File: src/rtl/prog_sequencer.sv
// Programmable control sequencer: fetches 16-bit instruction words from a synchronous
// program ROM and decodes them into register-file/ALU datapath controls.
module prog_sequencer #(
  parameter int          ADDR_W    = 8,
  parameter logic [15:0] HALT_WORD = 16'hFFFF
) (
  input  logic              clk,
  input  logic              reset,
  input  logic              start,
  input  logic              hold,
  output logic [ADDR_W-1:0] imem_addr,
  input  logic [15:0]       imem_data,
  output logic [15:0]       reg_enable,
  output logic [3:0]        mux_a,
  output logic [3:0]        mux_b,
  output logic              mux_c,
  output logic [15:0]       alu_control,
  output logic              busy,
  output logic              done,
  output logic [ADDR_W:0]   instr_count
);

  typedef enum logic [2:0] {
    IDLE,
    FETCH,
    DECODE,
    EXEC,
    DONE
  } state_t;

  localparam logic [ADDR_W-1:0] PC_LAST = '1;
  localparam logic [ADDR_W-1:0] PC_ONE  = {{(ADDR_W-1){1'b0}}, 1'b1};
  localparam logic [ADDR_W:0]   CNT_ONE = {{ADDR_W{1'b0}}, 1'b1};
  localparam logic [3:0]        OP_REG  = 4'h0;

  state_t            state_q, state_d;
  logic [ADDR_W-1:0] pc_q, pc_d;
  logic [15:0]       ir_q, ir_d;
  logic [ADDR_W:0]   count_q, count_d;

  logic [15:0] reg_en_q, reg_en_d;
  logic [15:0] alu_q, alu_d;
  logic [3:0]  mux_a_q, mux_a_d;
  logic [3:0]  mux_b_q, mux_b_d;
  logic        mux_c_q, mux_c_d;
  logic        busy_q, busy_d;
  logic        done_q, done_d;
  logic        issue;

  // A hold in FETCH or DECODE drops back to FETCH so the ROM word is re-read on release.
  always_comb begin
    state_d = state_q;
    pc_d    = pc_q;
    ir_d    = ir_q;
    count_d = count_q;
    case (state_q)
      IDLE: begin
        if (start) begin
          pc_d    = '0;
          count_d = '0;
          state_d = FETCH;
        end
      end
      FETCH: begin
        if (!hold) state_d = DECODE;
      end
      DECODE: begin
        if (hold) begin
          state_d = FETCH;
        end else if (imem_data == HALT_WORD) begin
          state_d = DONE;
        end else begin
          ir_d    = imem_data;
          state_d = EXEC;
        end
      end
      EXEC: begin
        if (!hold) begin
          count_d = count_q + CNT_ONE;
          if (pc_q == PC_LAST) begin
            state_d = DONE;
          end else begin
            pc_d    = pc_q + PC_ONE;
            state_d = FETCH;
          end
        end
      end
      DONE: begin
        state_d = IDLE;
      end
      default: begin
        state_d = IDLE;
      end
    endcase
  end

  // Controls show only on the first EXEC cycle; a held EXEC keeps them low so no double write.
  always_comb begin
    issue    = (state_d == EXEC) && (state_q != EXEC);
    reg_en_d = '0;
    alu_d    = '0;
    mux_a_d  = '0;
    mux_b_d  = '0;
    mux_c_d  = 1'b0;
    if (issue && (ir_d != 16'h0000)) begin
      reg_en_d = 16'h0001 << ir_d[11:8];
      mux_a_d  = ir_d[11:8];
      alu_d    = ir_d;
      if (ir_d[15:12] == OP_REG) begin
        mux_b_d = ir_d[3:0];
      end else begin
        mux_c_d = 1'b1;
      end
    end
    busy_d = (state_d == FETCH) || (state_d == DECODE) || (state_d == EXEC);
    done_d = (state_d == DONE);
  end

  always_ff @(posedge clk) begin
    if (reset) begin
      state_q  <= IDLE;
      pc_q     <= '0;
      ir_q     <= '0;
      count_q  <= '0;
      reg_en_q <= '0;
      alu_q    <= '0;
      mux_a_q  <= '0;
      mux_b_q  <= '0;
      mux_c_q  <= 1'b0;
      busy_q   <= 1'b0;
      done_q   <= 1'b0;
    end else begin
      state_q  <= state_d;
      pc_q     <= pc_d;
      ir_q     <= ir_d;
      count_q  <= count_d;
      reg_en_q <= reg_en_d;
      alu_q    <= alu_d;
      mux_a_q  <= mux_a_d;
      mux_b_q  <= mux_b_d;
      mux_c_q  <= mux_c_d;
      busy_q   <= busy_d;
      done_q   <= done_d;
    end
  end

  assign imem_addr   = pc_q;
  assign instr_count = count_q;
  assign reg_enable  = reg_en_q;
  assign alu_control = alu_q;
  assign mux_a       = mux_a_q;
  assign mux_b       = mux_b_q;
  assign mux_c       = mux_c_q;
  assign busy        = busy_q;
  assign done        = done_q;

endmodule

File: config.mk
export PLATFORM = sky130hd
export DESIGN_NAME = prog_sequencer
export DESIGN_NICKNAME = d
export VERILOG_FILES = /design/src/rtl/prog_sequencer.sv
export SDC_FILE = /design/constraint.sdc
export NUM_CORES = 1
export LEC_CHECK = 0
export CORE_ASPECT_RATIO = 0.7
export CORE_MARGIN = 2
export CORE_UTILIZATION = 49
export CTS_CLUSTER_SIZE = 30
export DETAILED_ROUTE_END_ITERATION = 10
export DONT_BUFFER_PORTS = 1
export HOLD_SLACK_MARGIN = 0.03
export SLEW_MARGIN = 5
export SYNTH_ARGS = -nofsm -noshare
export SYNTH_HDL_FRONTEND = slang
export SYNTH_SLANG_ARGS = --single-unit
File: constraint.sdc
create_clock -name clk -period 2.3 [get_ports clk]
set_input_delay 0.345 -clock clk [delete_from_list [all_inputs] [get_ports clk]]
set_output_delay 0.345 -clock clk [all_outputs]
set_load 0.02 [all_outputs]
==> run metrics, run 1 <==
Initial Util=0.500; CTS tree=done; register area share after synthesis=0.536; CTS Root Buffer Type=clkbuf_8; max-slew violations=0; placer congestion estimate=0.757; hold-fix buffers at CTS=0; post-synthesis register bit count=63; CTS resizes=0; filler cell count=451; Clock Latency Late Sink=0.32 ns; Internal=1.92 mW; R2R depth=5; crit-path max cell delay=0.47 ns; worst hold stages=1; ant diodes=0; Syn. warnings=0; largest net degree at the start of global routing=12; CTS Buffer Depth=2; clock sinks=63; layout cell share with drive strength beyond 1=0.125; fin crit share=0.842; DIE WIDTH=86.8 um; Slew headroom=0.543; clock share of power=0.491; gr usage total=0.186; Core Footprint=0.00470 mm2; DRC violations left=0; largest cells by area after synthesis=dfxtp_1 54%, nor2_1 5.4%, and2_1 3.5%; DR vias/cell=5.28; commonest non-fill, non-tap cell in the layout=dfxtp_1; Leakage=0.998 nW; Hold Crit Class=input pin to flip-flop; Setup crit end kind=flip-flop; clock-pin slew on the worst setup and hold paths=0.07 ns; crit path DAT=2.20 ns; r2r startpoint=state_q[0]$_SDFF_PP0_; Worst Tran Pin Value=0.686 ns; HP Start=reset; post-synth top area share=0.536; Setup violations, final=0; H-tree depth=3; Initial DRT Pass Iterations=4; P_sw=0.479 mW; Peak VDD IR=0.690 mV; area leader, netlist=dfxtp_1; critical-path cell list=or3b_4 > a2111oi_4 > nand3_2 > or3_1 > a21oi_1; RSZ-0062 raised after global routing=false; full die area=0.00538 mm2; Crit path required time=2.56 ns; cts bufs inserted=9; Die Y=62.0 um; slowest CP cell=or3b_4; Primary FF master, synth=dfxtp_1; io pins=80; Place WS=0.371 ns; HPWL after detailed placement=3.40 mm; max-cap violation count=0; CP bufs+invs=0; r2r endpoint=instr_count[8]$_SDFFE_PP0P_; ys async rst share=0; syn_nets=269; vias in the first global route=1534; synth unique cells=42; Post-Synthesis Cells=247; post-layout min period=1.94 ns; Comb power frac=0.038; total power=2.40 mW; Sw Ratio=0.199; synthesized area per cell=9.53 um2; Cell Area, Synth=0.00235 mm2; routed vias=1658; outcome=finished, final reports clean; worst setup margin=0.364 ns; I/O Buffers=0; Post-synth EDFFs=0; Max Clk Rate=0.516 GHz; clock skew=0.00482 ns; post-CTS setup buffers=0; initial antenna violation count=0; Startpoint Class=flip-flop; grt ovf=0; Worst R2R Setup Slack=0.36 ns; global-route wire length before repair=7.37 mm; Site Rows=21; Layout Utilization=0.566; Total Routed Length=4.66 mm; dpl cells=298; Power Dens Cells=903 mW/mm2; Worst Setup Path Type=flip-flop to flip-flop; Crit Path Max Fanout=11; Antenna Nets Post-Route=0; most frequent cells in the layout=63 x dfxtp_1, 34 x nor2_1, 20 x nand2_1, 13 x and2_1; final cell count without fillers=314; cell family with most CP delay=simple AND/OR/NAND/NOR gates; area grow syn2layout=13.0%; final hold vios=0; initial drt markers=108; Nets=274; Fin Setup TNS=0 ns; Hold Crit Endpoint=imem_addr[1]$_SDFFE_PP0P_; area of the multi-input gates=986 um2; register share of total power=0.471; Reg area=0.00126 mm2; drt wl/cell=14.8 um
[metal layers]
metal / vias to the layer above / share of wire / global-route usage
li1: 843 / - / -
met4: 0 / 0.0045 / 0.0670
met5: - / 0 / 0
met2: 55 / 0.39 / 0.222
met1: 758 / 0.52 / 0.261
met3: 2 / 0.085 / 0.118
[worst max-delay path by stage]
stage,from,to,slack (ns),depth (start not counted)
2_1_floorplan,state_q[0]$_SDFF_PP0_,instr_count[8]$_SDFFE_PP0P_,0.46,6
3_3_place_gp,state_q[0]$_SDFF_PP0_,instr_count[8]$_SDFFE_PP0P_,0.42,5
3_5_place_dp,state_q[0]$_SDFF_PP0_,instr_count[8]$_SDFFE_PP0P_,0.37,5
4_1_cts,state_q[0]$_SDFF_PP0_,instr_count[8]$_SDFFE_PP0P_,0.37,5
5_1_grt,imem_addr[1]$_SDFFE_PP0P_,imem_addr[3]$_SDFFE_PP0P_,0.19,6
6_report,state_q[0]$_SDFF_PP0_,instr_count[8]$_SDFFE_PP0P_,0.36,5
[power groups by stage]
stage          clock network [mW]  registers, mW  logic [mW]
6_report                     1.18           1.13      0.0922
3_5_place_dp                    0           1.16      0.0919
2_1_floorplan                   0           1.15      0.0905
3_3_place_gp                    0           1.16      0.0926
4_1_cts                      1.21           1.13      0.0927
5_1_grt                      1.27           1.13       0.105
[synth_stat cells, drive strengths merged (2+ instances only)]
master	number
and2	13
nand3b	3
o211ai	2
nor4	5
buf	10
nor2	34
inv	4
nor3	7
or2	3
ha	2
a21oi	10
o21ai	3
nand2b	3
dfxtp	63
xor2	5
nand3	12
and3	6
a21boi	2
xnor2	7
nor4b	3
a211oi	2
mux2i	6
clkbuf	5
nor2b	2
nand2	20
nand4	5
[stage by stage]
stage | instance area, um2 | hold WS [ns]
2_1_floorplan | 2350 | 0.456
3_3_place_gp | 2400 | 0.417
3_5_place_dp | 2400 | 0.419
4_1_cts | 2660 | 0.0603
5_1_grt | 2660 | 0.0476
6_report | 2660 | 0.0823
[layout make-up]
| class | instances | share of cell area |
|---|---|---|
| Sequential cell | 63 | 0.474 |
| Multi-Input combinational cell | 164 | 0.371 |
| Timing Repair Buffer | 9 | 0.0254 |
| Inverter | 5 | 0.00706 |
| Clock buffer | 11 | 0.0569 |
| Clock inverter | 5 | 0.0390 |
| Tap cell | 57 | 0.0268 |
[kinds of logic after synthesis]
kind of cell,count (synthesis),share of synthesized area
AOI/OAI and AO/OA,22,0.0670
xor gates and xnor gates,12,0.0447
buffers and inverters,20,0.0452
and+or+nand+nor,122,0.271
DFF,63,0.536
muxes,6,0.0255
adders and majority gates,2,0.0106
[sequential cells by signal (all words and copies together) (netlist names)]
register     count
ir_q             4
state_q          3
alu_control     16
mux_c            1
done             1
imem_addr        8
instr_count      9
busy             1
reg_enable      16
mux_b            4
[worst register-to-register path, cell delays in order (launching register included)]
cell	delay, ns
dfxtp_1	0.39
or3b_4	0.47
a2111oi_4	0.42
nand3_2	0.11
or3_1	0.35
a21oi_1	0.13
Note: power is estimated with default switching activity, not from simulation.
==> inputs of run 2 (changes only) <==
- PLACE_DENSITY: unset -> 0.66
- clock period: 2.3 -> 1.6 ns (I/O delays scaled with it)
==> run metrics, run 2 (synthesis results as in run 1) <==
CTS Root Buffer Type=clkbuf_8; Peak VDD IR=0.747 mV (+8.4%); global-route wire length before repair=8.43 mm (+14%); R2R depth=6 (+1); Slew headroom=0.655 (+0.112); Critical Path Source=state_q[0]$_SDFF_PP0_; outcome=finished, violations left; CTS Buffer Depth=2 (unchanged); max-cap violation count=0 (unchanged); Power Dens Cells=1130 mW/mm2 (+25%); clock-pin slew on the worst setup and hold paths=0.07 ns (about the same); Startpoint Class=flip-flop; max-slew violations=0 (unchanged); area of the multi-input gates=0.00109 mm2 (+11%); vias in the first global route=1731 (+13%); DR vias/cell=5.22 (-1.1%); Worst Tran Pin Value=0.513 ns (-0.173 ns); clock sinks=63 (unchanged); DRC violations left=0 (unchanged); commonest non-fill, non-tap cell in the layout=dfxtp_1; Setup crit end kind=flip-flop; post-layout min period=1.75 ns (-0.191 ns); failing checks=setup timing; largest net degree at the start of global routing=13 (+1); Core Footprint=0.00470 mm2 (unchanged); DIE WIDTH=86.8 um (unchanged); Setup violations, final=11 (+11); cts bufs inserted=9 (unchanged); routed vias=1843 (+11%); Hold WS=0.0502 ns (-0.0321 ns); most frequent cells in the layout=59 x dfxtp_1, 32 x nor2_1, 28 x buf_4, 18 x nand2_1, 15 x dlygate4sd3_1; r2r startpoint=state_q[0]$_SDFF_PP0_; clock skew=0.00866 ns (+0.00384 ns); Hold Crit Class=input pin to flip-flop; gr usage total=0.214 (+0.0280); Nets=313 (+14%); Leakage=1.20 nW (+21%); layout cell share with drive strength beyond 1=0.267 (+0.142); H-tree depth=3 (unchanged); Reg area=0.00127 mm2 (+0.40%); RSZ-0062 raised after global routing=true; Fin Setup TNS=-0.853 ns (-0.853 ns); I/O Buffers=0 (unchanged); Worst Setup Path Type=flip-flop to flip-flop; Die Y=62.0 um (unchanged); Antenna Nets Post-Route=0 (unchanged); io pins=80 (unchanged); CTS tree=done; full die area=0.00538 mm2 (unchanged); Crit Path Max Fanout=8 (-3); Clock Latency Late Sink=0.35 ns (+0.03 ns); Site Rows=21 (unchanged); Total Routed Length=5.46 mm (+17%); Initial Util=0.500 (unchanged); drt wl/cell=15.5 um (+4.2%); area grow syn2layout=32.6%; crit path DAT=1.98 ns (-0.22 ns); worst setup margin=-0.145 ns (-0.509 ns); grt ovf=0 (unchanged); ant diodes=0 (unchanged); placer congestion estimate=0.755 (-0.30%); Hold Crit Endpoint=reg_enable[11]$_SDFF_PP0_; Initial DRT Pass Iterations=4 (unchanged); filler cell count=398 (-12%); Layout Utilization=0.664 (+0.0982); worst hold stages=2 (+1); final hold vios=0 (unchanged); HPWL after detailed placement=3.65 mm (+7.4%); initial drt markers=81 (-25%); Worst R2R Setup Slack=-0.15 ns (-0.51 ns); HP Start=imem_data[9]; Crit path required time=1.83 ns (-0.73 ns); Max Clk Rate=0.573 GHz (+11%); initial antenna violation count=0 (unchanged); Place WS=-0.200 ns (-0.572 ns); r2r endpoint=imem_addr[5]$_SDFFE_PP0P_; fin crit share=1.09 (+0.249)
==> run 2: cell types whose count changed in the layout (fill, tap and decap cells not counted), moves of 3 or more <==
cell	before	now
a21oi_1	10	7
buf_6	0	4
buf_4	9	28
dfxtp_1	63	59
dfxtp_2	0	4
nand3_1	11	8
dlygate4sd3_1	0	15
nand3_2	1	4
==> run 2: worst max path at each step <==
stage               slack [ns]                           to  cells after the start
finish                   -0.15    imem_addr[5]$_SDFFE_PP0P_                      6
global route             -0.22  instr_count[8]$_SDFFE_PP0P_                      5
CTS                      -0.09  instr_count[8]$_SDFFE_PP0P_                      5
detailed placement       -0.20  instr_count[8]$_SDFFE_PP0P_                      5
global placement         -0.15  instr_count[8]$_SDFFE_PP0P_                      5
floorplan                -0.20  instr_count[8]$_SDFFE_PP0P_                      6
==> run 2: report_power, final <==
part / switching (mW) / leakage (nW) / total [mW] / internal [mW]
Combinational: 0.125 / 0.570 / 0.242 / 0.118
Sequential: 0.0271 / 0.510 / 1.62 / 1.59
Clock: 0.629 / 0.123 / 1.67 / 1.04
Total: 0.780 / 1.20 / 3.53 / 2.75
==> run 2: through the flow <==
stage                     std cells  total power [mW]  instance area (um2)
after global placement          318              1.82                 2570
after detailed placement        318              1.82                 2570
after floorplan                 247              1.79                 2370
after CTS                       350              3.52                 3000
after global routing            353              3.67                 3120
final                           353              3.53                 3120
==> run 2: timing repair <==
action / 4_1_cts / 5_1_grt
gates resized for setup: 5 / 24
hold buffers: 15 / 0
cloned: 0 / 0
endpoints found under the hold margin: 30 / 0
pin swaps: 2 / 5
buffers inserted: 1 / 3
endpoints found under the setup margin: 29 / 36
==> run 2: layout make-up <==
class / count / share of cell area
inverter: 5 / 0.00721
clock inverter: 7 / 0.0389
sequential: 63 / 0.406
multi-input combinational: 164 / 0.350
timing repair buffer: 48 / 0.136
tap: 57 / 0.0228
clock buffer: 9 / 0.0397
==> run 2: worst max-delay path, cell delays in order, from the launching register on <==
cell and delay (ns):
dfxtp_2 0.33, or3b_4 0.42, buf_4 0.15, or2_4 0.30, a211oi_2 0.24, xnor2_1 0.15
nor2_1 0.05
==> run 2: layer usage <==
layer / track usage / vias up / part of all wire
li1: - / 928 / -
met1: 0.288 / 845 / 0.49
met2: 0.302 / 63 / 0.42
met3: 0.0978 / 7 / 0.072
met4: 0.0804 / 0 / 0.010
met5: 0 / - / 0
==> inputs of run 3 (changes only) <==
- CORE_UTILIZATION: 49 -> 40
- DONT_BUFFER_PORTS: 1 -> unset
- HOLD_SLACK_MARGIN: 0.03 -> 0.05
- PLACE_DENSITY: 0.66 -> 0.75
==> run metrics, run 3 (synthesis results as in run 1) <==
placer congestion estimate=0.819 (+8.5%); CTS Root Buffer Type=clkbuf_8; H-tree depth=3 (unchanged); Power Dens Cells=916 mW/mm2 (-19%); Die Y=68.2 um (+10%); Max Clk Rate=0.570 GHz (-0.55%); Setup violations, final=17 (+6); grt ovf=0 (unchanged); most frequent cells in the layout=59 x dfxtp_1, 55 x clkdlybuf4s50_1, 54 x buf_4, 33 x nor2_1, 18 x dlygate4sd2_1; DR vias/cell=4.73 (-9.4%); hold-fix buffers at CTS=0 (-15); CTS Buffer Depth=2 (unchanged); drt wl/cell=13.8 um (-11%); Worst Tran Pin Value=0.456 ns (-0.0565 ns); Setup crit end kind=flip-flop; outcome=finished, violations left; Nets=404 (+29%); DRC violations left=0 (unchanged); dpl cells=437 (+37%); max-slew violations=0 (unchanged); I/O Buffers=79 (+79); Total Routed Length=6.38 mm (+17%); CTS tree=done; ant diodes=0 (unchanged); HPWL after detailed placement=4.51 mm (+24%); area grow syn2layout=71.2%; Antenna Nets Post-Route=0 (unchanged); Worst Setup Path Type=flip-flop to flip-flop; Peak VDD IR=0.667 mV (-11%); gr usage total=0.193 (-0.0214); initial drt markers=76 (-6.2%); Initial Util=0.413 (-0.0874); Hold Crit Class=input pin to flip-flop; Leakage=1.70 nW (+41%); final instance area=0.00403 mm2 (+29%); io pins=80 (unchanged); initial antenna violation count=0 (unchanged); RSZ-0062 raised after global routing=true; global-route wire length before repair=9.29 mm (+10%); final hold vios=0 (unchanged); Core Footprint=0.00570 mm2 (+21%); Startpoint Class=flip-flop; Site Rows=23 (+9.5%); crit path DAT=2.03 ns (+0.05 ns); clock skew=0.00607 ns (-0.00259 ns); Slew headroom=0.695 (+0.0395); clock-pin slew on the worst setup and hold paths=0.07 ns (about the same); full die area=0.00652 mm2 (+21%); largest net degree at the start of global routing=12 (-1); worst setup margin=-0.155 ns (-0.00973 ns); layout cell share with drive strength beyond 1=0.292 (+0.0251); Crit path required time=1.88 ns (+0.05 ns); routed vias=2185 (+19%); Place WS=-0.507 ns (-0.307 ns); placed cell areas=0.00355 mm2 (+38%); post-layout min period=1.75 ns (+0.00973 ns); DIE WIDTH=95.7 um (+10%); final cell count without fillers=462 (+31%); cts bufs inserted=9 (unchanged); Crit Path Max Fanout=3 (-5); commonest non-fill, non-tap cell in the layout=dfxtp_1; Clock Latency Late Sink=0.34 ns (about the same); clock sinks=63 (unchanged); fin crit share=1.10 (+0.00608); vias in the first global route=1989 (+15%); failing checks=setup timing; max-cap violation count=0 (unchanged); Initial DRT Pass Iterations=4 (unchanged); Worst R2R Setup Slack=-0.15 ns (about the same)
-- run 3: worst max-delay path, cell delays in order (launching register included) --
cell       delay (ns)
dfxtp_2          0.32
or3b_4           0.42
a2111oi_4        0.35
nand3_2          0.12
or3_1            0.34
a21oi_2          0.13
-- run 3: what timing repair did --
| action | in CTS | in global routing |
|---|---|---|
| gates resized for setup | 37 | 25 |
| cloned | 0 | 1 |
| pin swaps | 13 | 7 |
| buffers inserted | 1 | 7 |
| setup endpoints to repair | 57 | 47 |
-- run 3: final timing paths --
check	endpoint	from	cells past startpoint
hold / removal	alu_control[3]$_SDFF_PP0_	imem_data[3]	2
setup / recovery	instr_count[8]$_SDFFE_PP0P_	state_q[1]$_SDFF_PP0_	5
setup reg to reg	instr_count[8]$_SDFFE_PP0P_	state_q[1]$_SDFF_PP0_	5
hold reg to reg	ir_q[1]$_SDFF_PP0_	ir_q[1]$_SDFF_PP0_	2
-- run 3: final cells by class --
class                           count  area (um2)
Inverter                            5        18.8
Fill cell                         456        1670
Sequential cell                    63        1270
Tap cell                           75        93.8
Clock buffer                       11         151
Clock inverter                      5         104
Multi-Input combinational cell    164        1140
Timing Repair Buffer              139        1260
-- run 3: metrics by stage --
| stage | hold WS [ns] | TNS [ns] | total power, mW | utilization |
|---|---|---|---|---|
| 6_report | 0.269 | -1.13 | 3.69 | 0.707 |
| 5_1_grt | 0.289 | -2.82 | 3.82 | 0.707 |
| 4_1_cts | 0.344 | -0.919 | 3.70 | 0.680 |
| 3_5_place_dp | 0.477 | -22.43 | 1.98 | 0.623 |
| 3_3_place_gp | 0.470 | -21.40 | 1.97 | 0.623 |
| 2_1_floorplan | 0.351 | -0.785 | 1.79 | - |
-- run 3: metal layers --
metal / part of all wire / track usage / vias up
met5: 0 / 0 / -
met4: 0.012 / 0.0804 / 0
met3: 0.063 / 0.0672 / 5
met2: 0.47 / 0.295 / 68
met1: 0.46 / 0.250 / 1006
li1: - / - / 1106
-- run 3: report_power, final --
part	internal, mW	switching (mW)
Clock	1.12	0.593
Combinational	0.192	0.184
Sequential	1.59	0.0121
